## config.mk

```make
export PLATFORM = sky130hd
export DESIGN_NAME = gcd_host_driver
export DESIGN_NICKNAME = d
export VERILOG_FILES = /design/src/rtl/gcd_pkg.sv /design/src/rtl/gcd_host_driver_fifo.sv /design/src/rtl/gcd_host_driver.sv
export SDC_FILE = /design/constraint.sdc
export NUM_CORES = 1
export LEC_CHECK = 0
export BUFFER_PORTS_ARGS = -buffer_cell sky130_fd_sc_hd__buf_2
export CORE_MARGIN = 5
export CORE_UTILIZATION = 64
export CTS_BUF_LIST = sky130_fd_sc_hd__clkbuf_8
export DETAILED_ROUTE_END_ITERATION = 8
export GPL_ROUTABILITY_DRIVEN = 1
export GPL_TIMING_DRIVEN = 0
export HOLD_SLACK_MARGIN = 0.08
export PLACE_DENSITY = 0.95
export SYNTH_ARGS = -nofsm -noshare
export SYNTH_HDL_FRONTEND = slang
export SYNTH_SLANG_ARGS = --single-unit
```

## constraint.sdc

```tcl
create_clock -name clk -period 4.5 [get_ports clk]
set_input_delay 1.125 -clock clk [delete_from_list [all_inputs] [get_ports clk]]
set_output_delay 1.125 -clock clk [all_outputs]
set_load 0.01 [all_outputs]
```

## src/rtl/gcd_pkg.sv

```systemverilog
// Shared types for the GCD host driver: FSM states, default data width and the operand-pair record.
package gcd_pkg;

  localparam int GCD_DATA_W = 8;

  typedef enum logic [1:0] {
    ST_IDLE,
    ST_RESET,
    ST_RUN,
    ST_RESP
  } gcd_state_e;

  typedef struct packed {
    logic [GCD_DATA_W-1:0] a;
    logic [GCD_DATA_W-1:0] b;
  } gcd_pair_t;

endpackage

```

## src/rtl/gcd_host_driver_fifo.sv

```systemverilog
// Synchronous FIFO of packed operand pairs; pushes while full and pops while empty are ignored.
module gcd_cmd_fifo import gcd_pkg::*; #(
  parameter int WIDTH = 2 * GCD_DATA_W,
  parameter int DEPTH = 4
) (
  input  logic                   clk,
  input  logic                   rst,
  input  logic                   push,
  input  logic [WIDTH-1:0]       wdata,
  input  logic                   pop,
  output logic [WIDTH-1:0]       rdata,
  output logic                   full,
  output logic                   empty,
  output logic [$clog2(DEPTH):0] count
);

  localparam int AW = $clog2(DEPTH);

  logic [WIDTH-1:0] mem_q [DEPTH];
  logic [AW-1:0]    wr_ptr_q, wr_ptr_d;
  logic [AW-1:0]    rd_ptr_q, rd_ptr_d;
  logic [AW:0]      count_q, count_d;
  logic             do_push, do_pop;

  assign full  = (count_q == (AW+1)'(DEPTH));
  assign empty = (count_q == '0);
  assign count = count_q;
  assign rdata = mem_q[rd_ptr_q];

  always_comb begin
    do_push  = push && !full;
    do_pop   = pop && !empty;
    wr_ptr_d = wr_ptr_q;
    rd_ptr_d = rd_ptr_q;
    if (do_push) wr_ptr_d = wr_ptr_q + 1'b1;
    if (do_pop)  rd_ptr_d = rd_ptr_q + 1'b1;
    count_d = count_q + (AW+1)'(do_push) - (AW+1)'(do_pop);
  end

  always_ff @(posedge clk) begin
    if (!rst) begin
      wr_ptr_q <= '0;
      rd_ptr_q <= '0;
      count_q  <= '0;
    end else begin
      wr_ptr_q <= wr_ptr_d;
      rd_ptr_q <= rd_ptr_d;
      count_q  <= count_d;
    end
  end

  // Storage is not reset; the pointers alone define which entries are live.
  always_ff @(posedge clk) begin
    if (do_push) mem_q[wr_ptr_q] <= wdata;
  end

endmodule

```

## src/rtl/gcd_host_driver.sv

```systemverilog
// Host-side initiator for the GCD engine: queues operand pairs, sequences engine reset/run, returns results.
// Optional RUN watchdog: define GCD_DRV_TIMEOUT_EN to enable the TIMEOUT counter and res_err reporting.
module gcd_host_driver import gcd_pkg::*; #(
  parameter int DATA_W     = GCD_DATA_W,
  parameter int FIFO_DEPTH = 4,
  parameter int RST_CYCLES = 2,
  parameter int TIMEOUT    = 255
) (
  input  logic              clk,
  input  logic              rst,
  input  logic              in_valid,
  output logic              in_ready,
  input  logic [DATA_W-1:0] in_a,
  input  logic [DATA_W-1:0] in_b,
  output logic [DATA_W-1:0] gcd_a,
  output logic [DATA_W-1:0] gcd_b,
  output logic              gcd_rst,
  input  logic [DATA_W-1:0] gcd_cout,
  output logic              res_valid,
  input  logic              res_ready,
  output logic [DATA_W-1:0] res_gcd,
  output logic              res_err,
  output logic              busy
);

  localparam int CW  = $clog2(FIFO_DEPTH) + 1;
  localparam int RCW = (RST_CYCLES > 1) ? $clog2(RST_CYCLES) : 1;

  gcd_state_e        state_q, state_d;
  logic [DATA_W-1:0] gcd_a_q, gcd_a_d, gcd_b_q, gcd_b_d;
  logic [DATA_W-1:0] res_gcd_q, res_gcd_d;
  logic              gcd_rst_q, gcd_rst_d;
  logic              res_valid_q, res_valid_d;
  logic              res_err_q, res_err_d;
  logic              busy_q, busy_d;
  logic              live_q;
  logic [RCW-1:0]    rst_cnt_q, rst_cnt_d;

  logic                  push, pop, full, empty;
  logic [CW-1:0]         fifo_count, count_next;
  logic [2*DATA_W-1:0]   pop_pair;
  logic [DATA_W-1:0]     pop_a, pop_b;
  logic                  timed_out;

  // live_q keeps in_ready low while reset is applied and for the reset cycle itself.
  assign in_ready = live_q && !full;
  assign push     = in_valid && in_ready;
  assign pop_a    = pop_pair[2*DATA_W-1:DATA_W];
  assign pop_b    = pop_pair[DATA_W-1:0];

  gcd_cmd_fifo #(
    .WIDTH (2 * DATA_W),
    .DEPTH (FIFO_DEPTH)
  ) u_fifo (
    .clk   (clk),
    .rst   (rst),
    .push  (push),
    .wdata ({in_a, in_b}),
    .pop   (pop),
    .rdata (pop_pair),
    .full  (full),
    .empty (empty),
    .count (fifo_count)
  );

`ifdef GCD_DRV_TIMEOUT_EN
  localparam int TCW = $clog2(TIMEOUT + 1);
  logic [TCW-1:0] run_cnt_q, run_cnt_d;

  assign timed_out = (run_cnt_q == TCW'(TIMEOUT));

  always_ff @(posedge clk) begin
    if (!rst) run_cnt_q <= '0;
    else      run_cnt_q <= run_cnt_d;
  end
`else
  logic unused_timeout;

  assign timed_out      = 1'b0;
  assign unused_timeout = ^TIMEOUT;
`endif

  always_comb begin
    state_d     = state_q;
    gcd_a_d     = gcd_a_q;
    gcd_b_d     = gcd_b_q;
    res_gcd_d   = res_gcd_q;
    res_valid_d = res_valid_q;
    res_err_d   = res_err_q;
    rst_cnt_d   = rst_cnt_q;
    pop         = 1'b0;
`ifdef GCD_DRV_TIMEOUT_EN
    run_cnt_d   = run_cnt_q;
`endif
    unique case (state_q)
      ST_IDLE: begin
        if (!empty) begin
          pop     = 1'b1;
          gcd_a_d = pop_a;
          gcd_b_d = pop_b;
          // A zero operand needs no engine run: gcd(0,x) = x.
          if (pop_a == '0 || pop_b == '0) begin
            res_gcd_d   = pop_a | pop_b;
            res_err_d   = 1'b0;
            res_valid_d = 1'b1;
            state_d     = ST_RESP;
          end else begin
            rst_cnt_d = '0;
            state_d   = ST_RESET;
          end
        end
      end
      ST_RESET: begin
        if (rst_cnt_q == RCW'(RST_CYCLES - 1)) begin
          state_d = ST_RUN;
`ifdef GCD_DRV_TIMEOUT_EN
          run_cnt_d = '0;
`endif
        end else begin
          rst_cnt_d = rst_cnt_q + 1'b1;
        end
      end
      ST_RUN: begin
`ifdef GCD_DRV_TIMEOUT_EN
        run_cnt_d = run_cnt_q + 1'b1;
`endif
        // A result arriving on the timeout cycle still counts as success.
        if (gcd_cout != '0) begin
          res_gcd_d   = gcd_cout;
          res_err_d   = 1'b0;
          res_valid_d = 1'b1;
          state_d     = ST_RESP;
        end else if (timed_out) begin
          res_gcd_d   = '0;
          res_err_d   = 1'b1;
          res_valid_d = 1'b1;
          state_d     = ST_RESP;
        end
      end
      ST_RESP: begin
        if (res_ready) begin
          res_valid_d = 1'b0;
          state_d     = ST_IDLE;
        end
      end
    endcase
    count_next = fifo_count + CW'(push) - CW'(pop);
    gcd_rst_d  = (state_d != ST_RUN);
    busy_d     = (state_d != ST_IDLE) || (count_next != '0);
  end

  always_ff @(posedge clk) begin
    if (!rst) begin
      state_q     <= ST_IDLE;
      gcd_a_q     <= '0;
      gcd_b_q     <= '0;
      res_gcd_q   <= '0;
      res_valid_q <= 1'b0;
      res_err_q   <= 1'b0;
      gcd_rst_q   <= 1'b1;
      busy_q      <= 1'b0;
      rst_cnt_q   <= '0;
      live_q      <= 1'b0;
    end else begin
      state_q     <= state_d;
      gcd_a_q     <= gcd_a_d;
      gcd_b_q     <= gcd_b_d;
      res_gcd_q   <= res_gcd_d;
      res_valid_q <= res_valid_d;
      res_err_q   <= res_err_d;
      gcd_rst_q   <= gcd_rst_d;
      busy_q      <= busy_d;
      rst_cnt_q   <= rst_cnt_d;
      live_q      <= 1'b1;
    end
  end

  assign gcd_a     = gcd_a_q;
  assign gcd_b     = gcd_b_q;
  assign gcd_rst   = gcd_rst_q;
  assign res_valid = res_valid_q;
  assign res_gcd   = res_gcd_q;
  assign res_err   = res_err_q;
  assign busy      = busy_q;

endmodule

```

# Yosys cells after proc, flatten, opt, wreduce, memory -nomap -nowiden
# Memories as Yosys holds them, arrays and structs flattened. A register that Yosys moved wholly into a read port is not among the register bits.
# Cells that the tools add are included.
# word_totals
regBits	39
mem_count	1
mem_bits_ro	0
output_inout_bits	29
mem_bits_rw	64
latch_bits	0
# memory_table
name	words	word_bits	read_ports	rd_clocked_by_memory_dff	write_ports	line	text
u_fifo.mem_q	4	16	1	1	1	gcd_host_driver_fifo.sv:19	logic [WIDTH-1:0] mem_q [DEPTH];
# op_classes
muxes	30
n_bitwise	2
reduce_logical	22
div_mod_pow	0
addsub	7
n_mul	0
n_eq_ne	10
n_shift	0
magnitude_cmp	0
# ops
operator	count
$mux 8	3
$logic_not 8->1	2
$pmux 8 s2	1
$mux 1	15
$mux 2	7
$ne 2x2->1 const B	6
$or 8x8->8	1
$pmux 2 s4	1
$reduce_bool 8->1	1
$add 3x1->3	2
$reduce_bool 2->1	3
$reduce_bool 3->1	2
$sub 3x1->3	2
$reduce_and 5->1	1
$add 2x1->2 const B	2
$eq 2x2->1 const B	2
$logic_and 1x1->1	4
$pmux 1 s2	2
$reduce_and 4->1	1
$eq 3x3->1 const B	1
$logic_not 3->1	1
$pmux 1 s3	1
$reduce_and 3->1	1
$eq 2x1->1 const B	1
other kinds (6)	8

# Logic depth before layout (Yosys ltp)
# depth
word_depth	8
ltp_mapped	13
ltp_nobuf	10

# Cells and area by module
# Synthesis repeated with hierarchy kept, for this count alone.
# unflattened
hier_cells	318
area_unflattened_um2	4265.3
# by_module_without_submodules
module	seq_area_each_um2	cells_each	area_per_inst_um2	n_inst
gcd_cmd_fifo	2102.0	135	2831.5	1
gcd_host_driver	620.6	183	1433.9	1

# Least setup slack after synthesis
# Ideal clock, no wire load.
# synth_path
path_kind	reg-to-reg
from	register state_q[1]
to	register busy_q, in the netlist busy
n_path_buf	3
stages_incl_launch_ff	13
required_time_ps	4376
arrival_ps	2628
setup_slack_ps	1748
path_cell_list	dfxtp_1 clkbuf_1 nor2_1 nand2b_1 clkbuf_1 inv_1 clkbuf_1 ha_1 inv_1 ha_1 fa_1 nor3_1 a31oi_1
# synth_between
elab_chain_cells	5
# synth_rtl
item	line	text
start, declared	gcd_host_driver.sv:29	gcd_state_e state_q, state_d;
start signal, assigned	gcd_host_driver.sv:165	state_q <= state_d;
$logic_not 2->1	gcd_host_driver.sv:95	unique case (state_q)
$mux 1	gcd_host_driver.sv:95	
named net pop	gcd_host_driver.sv:39	logic push, pop, full, empty;
$sub 3x1->3	gcd_host_driver.sv:147	count_next = fifo_count + CW'(push) - CW'(pop);
$reduce_bool 3->1	gcd_host_driver.sv:149	busy_d = (state_d != ST_IDLE) || (count_next != '0);
$logic_or 1x1->1	gcd_host_driver.sv:149	
end signal, assigned	gcd_host_driver.sv:172	busy_q <= busy_d;
end, declared	gcd_host_driver.sv:35	logic busy_q, busy_d;
# The timed path passes the listed nets, and every way through them passes these cells.
# A chain may end at the register's enable or synchronous reset.

# Worst setup path after layout
# Same ends and word-level chain as after synthesis.

==> run metrics <==
share of the cycle needed by the critical path after routing=77.8%; number of enable flip-flop cells after synthesis=64; power density of the placed cells=542 nW/um^2; netlist area before placement=4420 sq um; time the worst path needs with I/O delays and setup=3.50 ns; Worst Min Path Start=gcd_b[1]; Fin. Hold Viols=0; final net count=434; pre-CTS setup slack=1.04 ns; Die Height=93.1 microns; max-slew violation count=0; kind of start point of the critical path=flop; count of final setup violators=0; fin cells=482; via count of the first global-routing pass=3036; Crit Path Max Fanout=10; PortBufs=55; buffer cell driving the clock tree root=sky130_fd_sc_hd__clkbuf_8; placement-stage cell area=4790 sq um; starting utilization of the core area=65.4%; count of inserted antenna diode cells=0; Worst R2R End=busy; largest delay contributor family on the critical path=buffers and inverters; switching share of total power=36.5%; area share of the largest cell type after synthesis=43.5%; number of hold buffers added after CTS=0; worst r2r path cells=12; instance count on the critical path=12; CP cell instances=clkbuf_1 -> nor2_1 -> nand2b_1 -> clkbuf_1 -> inv_1 -> clkbuf_1 -> ha_1 -> inv_1 -> ha_1 -> fa_1 -> nor3_1 -> a31oi_1; H-tree lvl count=3; count of state elements after synthesis=104; Syn Inst Count=331; synthesized-area fraction occupied by adder cells=2.89%; type of element capturing the critical path=flop; CTS tree=yes; buffers inserted by post-CTS timing repair=0; max-cap violation count=0; CP Buf/Inv Count=5; leading register cell type out of synthesis=sky130_fd_sc_hd__edfxtp_1; total leakage power=1.88 nW; count of placed standard cells including taps=466; layout filler cell count=423; most common cell in the synthesized netlist=sky130_fd_sc_hd__edfxtp_1; HPWL reported at the end of detailed placement=6920 microns; share of synthesized area spent on multiplexers=9.75%; final-layout setup total negative slack=0 ns; Avg Synthesized Cell Area=13.3 sq um; die outline area=8660 sq um; I/O pin cnt=57; proportion of power drawn by the clock network=21.1%; DRC errors left=0; Clock Skews=0.00642 ns; clock slew seen by the registers of the worst setup and hold paths=0.11 ns; number of antenna violations at the first check in global routing=0; largest net degree at the start of global routing=22; TritonCTS buffer count=9; hold path endpoint=gcd_b[1]; type of the tightest min-delay check=reg -> reg; worst path required time=4.76 ns; global-route wire length before repair=15400 microns; initial drt markers=400; GPL Wtd Cong=0.915; Synth area leaders=sky130_fd_sc_hd__edfxtp_1 (44%), sky130_fd_sc_hd__dfxtp_1 (18%), sky130_fd_sc_hd__mux4_1 (5.9%); library cell with the largest summed area after synthesis=sky130_fd_sc_hd__edfxtp_1; Gates resized, CTS repair=0; via count=3018; cell with the biggest individual delay on the critical path=sky130_fd_sc_hd__nor2_1; Core Region=6760 sq um; clk sinks=104; proportion of layout cells with a drive suffix above 1=25.1%; most numerous cell types in the synthesized netlist=sky130_fd_sc_hd__edfxtp_1 (64), sky130_fd_sc_hd__nand2_1 (45), sky130_fd_sc_hd__dfxtp_1 (40); compound-gate portion of the synthesized area=7.68%; WL final=9720 microns; final instance area=4990 sq um; global routing usage summed across all routing layers=23.9%; worst ir drop on vdd=0.306 mV; Area growth, synth to finish=13.1%; clock buffer depth=2; Synthesis Warnings=0; Internal Dissipation=1.72 mW; main combinational cell family by area after synthesis=simple AND/OR/NAND/NOR gates; smallest hold slack=0.466 ns; Reg power frac=44.8%; routed wirelength normalized by instance count=20.2 microns; RSZ-0062 raised after global routing=no; first-pass iteration count of the detailed router=6; number of instances on the worst hold path=2; Comb power frac=34.1%; worst r2r src=state_q[1]; P_sw=0.988 mW; power after layout=2.71 mW; final worst-path setup slack=0.997 ns; delay of the slowest cell on the worst path=0.60 ns; Yosys cell types=41; cell with the most instances on the worst path=sky130_fd_sc_hd__clkbuf_1; peak clock frequency supported by timing=285 MHz; worst-case register-to-register setup slack=1.0 ns; status=finished clean; Rows=30; critical path arrival=3.76 ns; critical path class=reg -> reg; proportion of synthesized flip-flops having asynchronous set or reset=0%; sum of overflow across all layers after global routing=0; Clk Latency, worst-skew pair=0.37 ns; post-synthesis sequential area ratio=61.6%; Max-Slew Margin vs Limit=40.0%; Post-Synthesis Net Count=368; pin slew with the least headroom to its limit=0.893 ns; horizontal die dimension=93.1 microns; ANT nets after route=0; Final Util=73.9%; area fraction in and, or, nand and nor cells after synthesis=12.8%; synthesized-area fraction occupied by xor and xnor cells=1.19%; vias per std cell=6.26
layout by cell type (no fill, tap or decap), drive strengths merged, types with 4 or more instances in the layout:
cell	n
edfxtp	64
buf	63
nand2	45
dfxtp	40
clkbuf	21
nor2	20
a21oi	19
nand3	17
mux4	17
inv	14
o21ai	12
o2111ai	8
or3	8
a32oi	8
ha	7
or4	6
and2	5
nor3	4
and3	4
worst reg2reg max path: cells and delay by family, from the launching register on:
kind / cells / cell delay, ns
compound gates: 1 / 0.12
flops: 1 / 0.31
simple gates: 3 / 0.98
buf+inv: 5 / 1.10
fa+ha+maj: 3 / 0.89
registers in the layout (all words and copies together) (netlist names), named ones only:
register / cells
u_fifo.count: 3
busy: 1
u_fifo.rd_ptr_q: 2
rst_cnt_q: 1
gcd_a: 8
res_valid: 1
res_gcd: 8
state_q: 2
u_fifo.mem_q: 64
u_fifo.wr_ptr_q: 2
live_q: 1
gcd_b: 8
gcd_rst: 1
area by class of cell:
cell class	count	area, sq um	share of cell area (%)
clock buffers	9	124	2.48
flip-flops and latches	104	2720	54.5
repair buffers	55	275	5.51
well taps	80	100	2.00
inverters	10	37.5	0.752
plain buffers	20	139	2.78
multi-input cells	197	1520	30.4
clock inverters	7	78.8	1.58
logic make-up (layout without fill, tap and decap cells):
group / Yosys count / after routing
compound gates: 51 / 51
xor+xnor: 6 / 6
fa+ha+maj: 9 / 9
buf+inv: 30 / 101
flops: 104 / 104
mux: 18 / 18
other cells: 1 / 1
simple gates: 112 / 112
routing by layer:
layer / track usage (%) / vias to the layer above / routed length (microns)
met5: 0 / - / 0
met4: 11.0 / 0 / 258
met3: 6.36 / 27 / 836
met2: 40.4 / 190 / 4880
met1: 28.6 / 1430 / 3740
li1: - / 1371 / -
worst max-delay path by stage:
| stage | from | endpoint | slack, ns |
|---|---|---|---|
| floorplan | state_q[1] | busy | 1.75 |
| global placement | state_q[1] | busy | 1.15 |
| detailed placement | state_q[1] | busy | 1.04 |
| CTS | state_q[1] | busy | 1.03 |
| global route | state_q[1] | busy | 0.82 |
| finish | state_q[1] | busy | 1.0 |
power groups by stage:
stage	clock, mW	sequential [mW]	combinational, mW
global placement	0	1.22	0.858
finish	0.573	1.21	0.923
floorplan	0	1.25	0.598
CTS	0.580	1.21	0.912
global route	0.633	1.22	1.01
detailed placement	0	1.23	0.900
No activity file was read; power rests on OpenSTA's default activity.
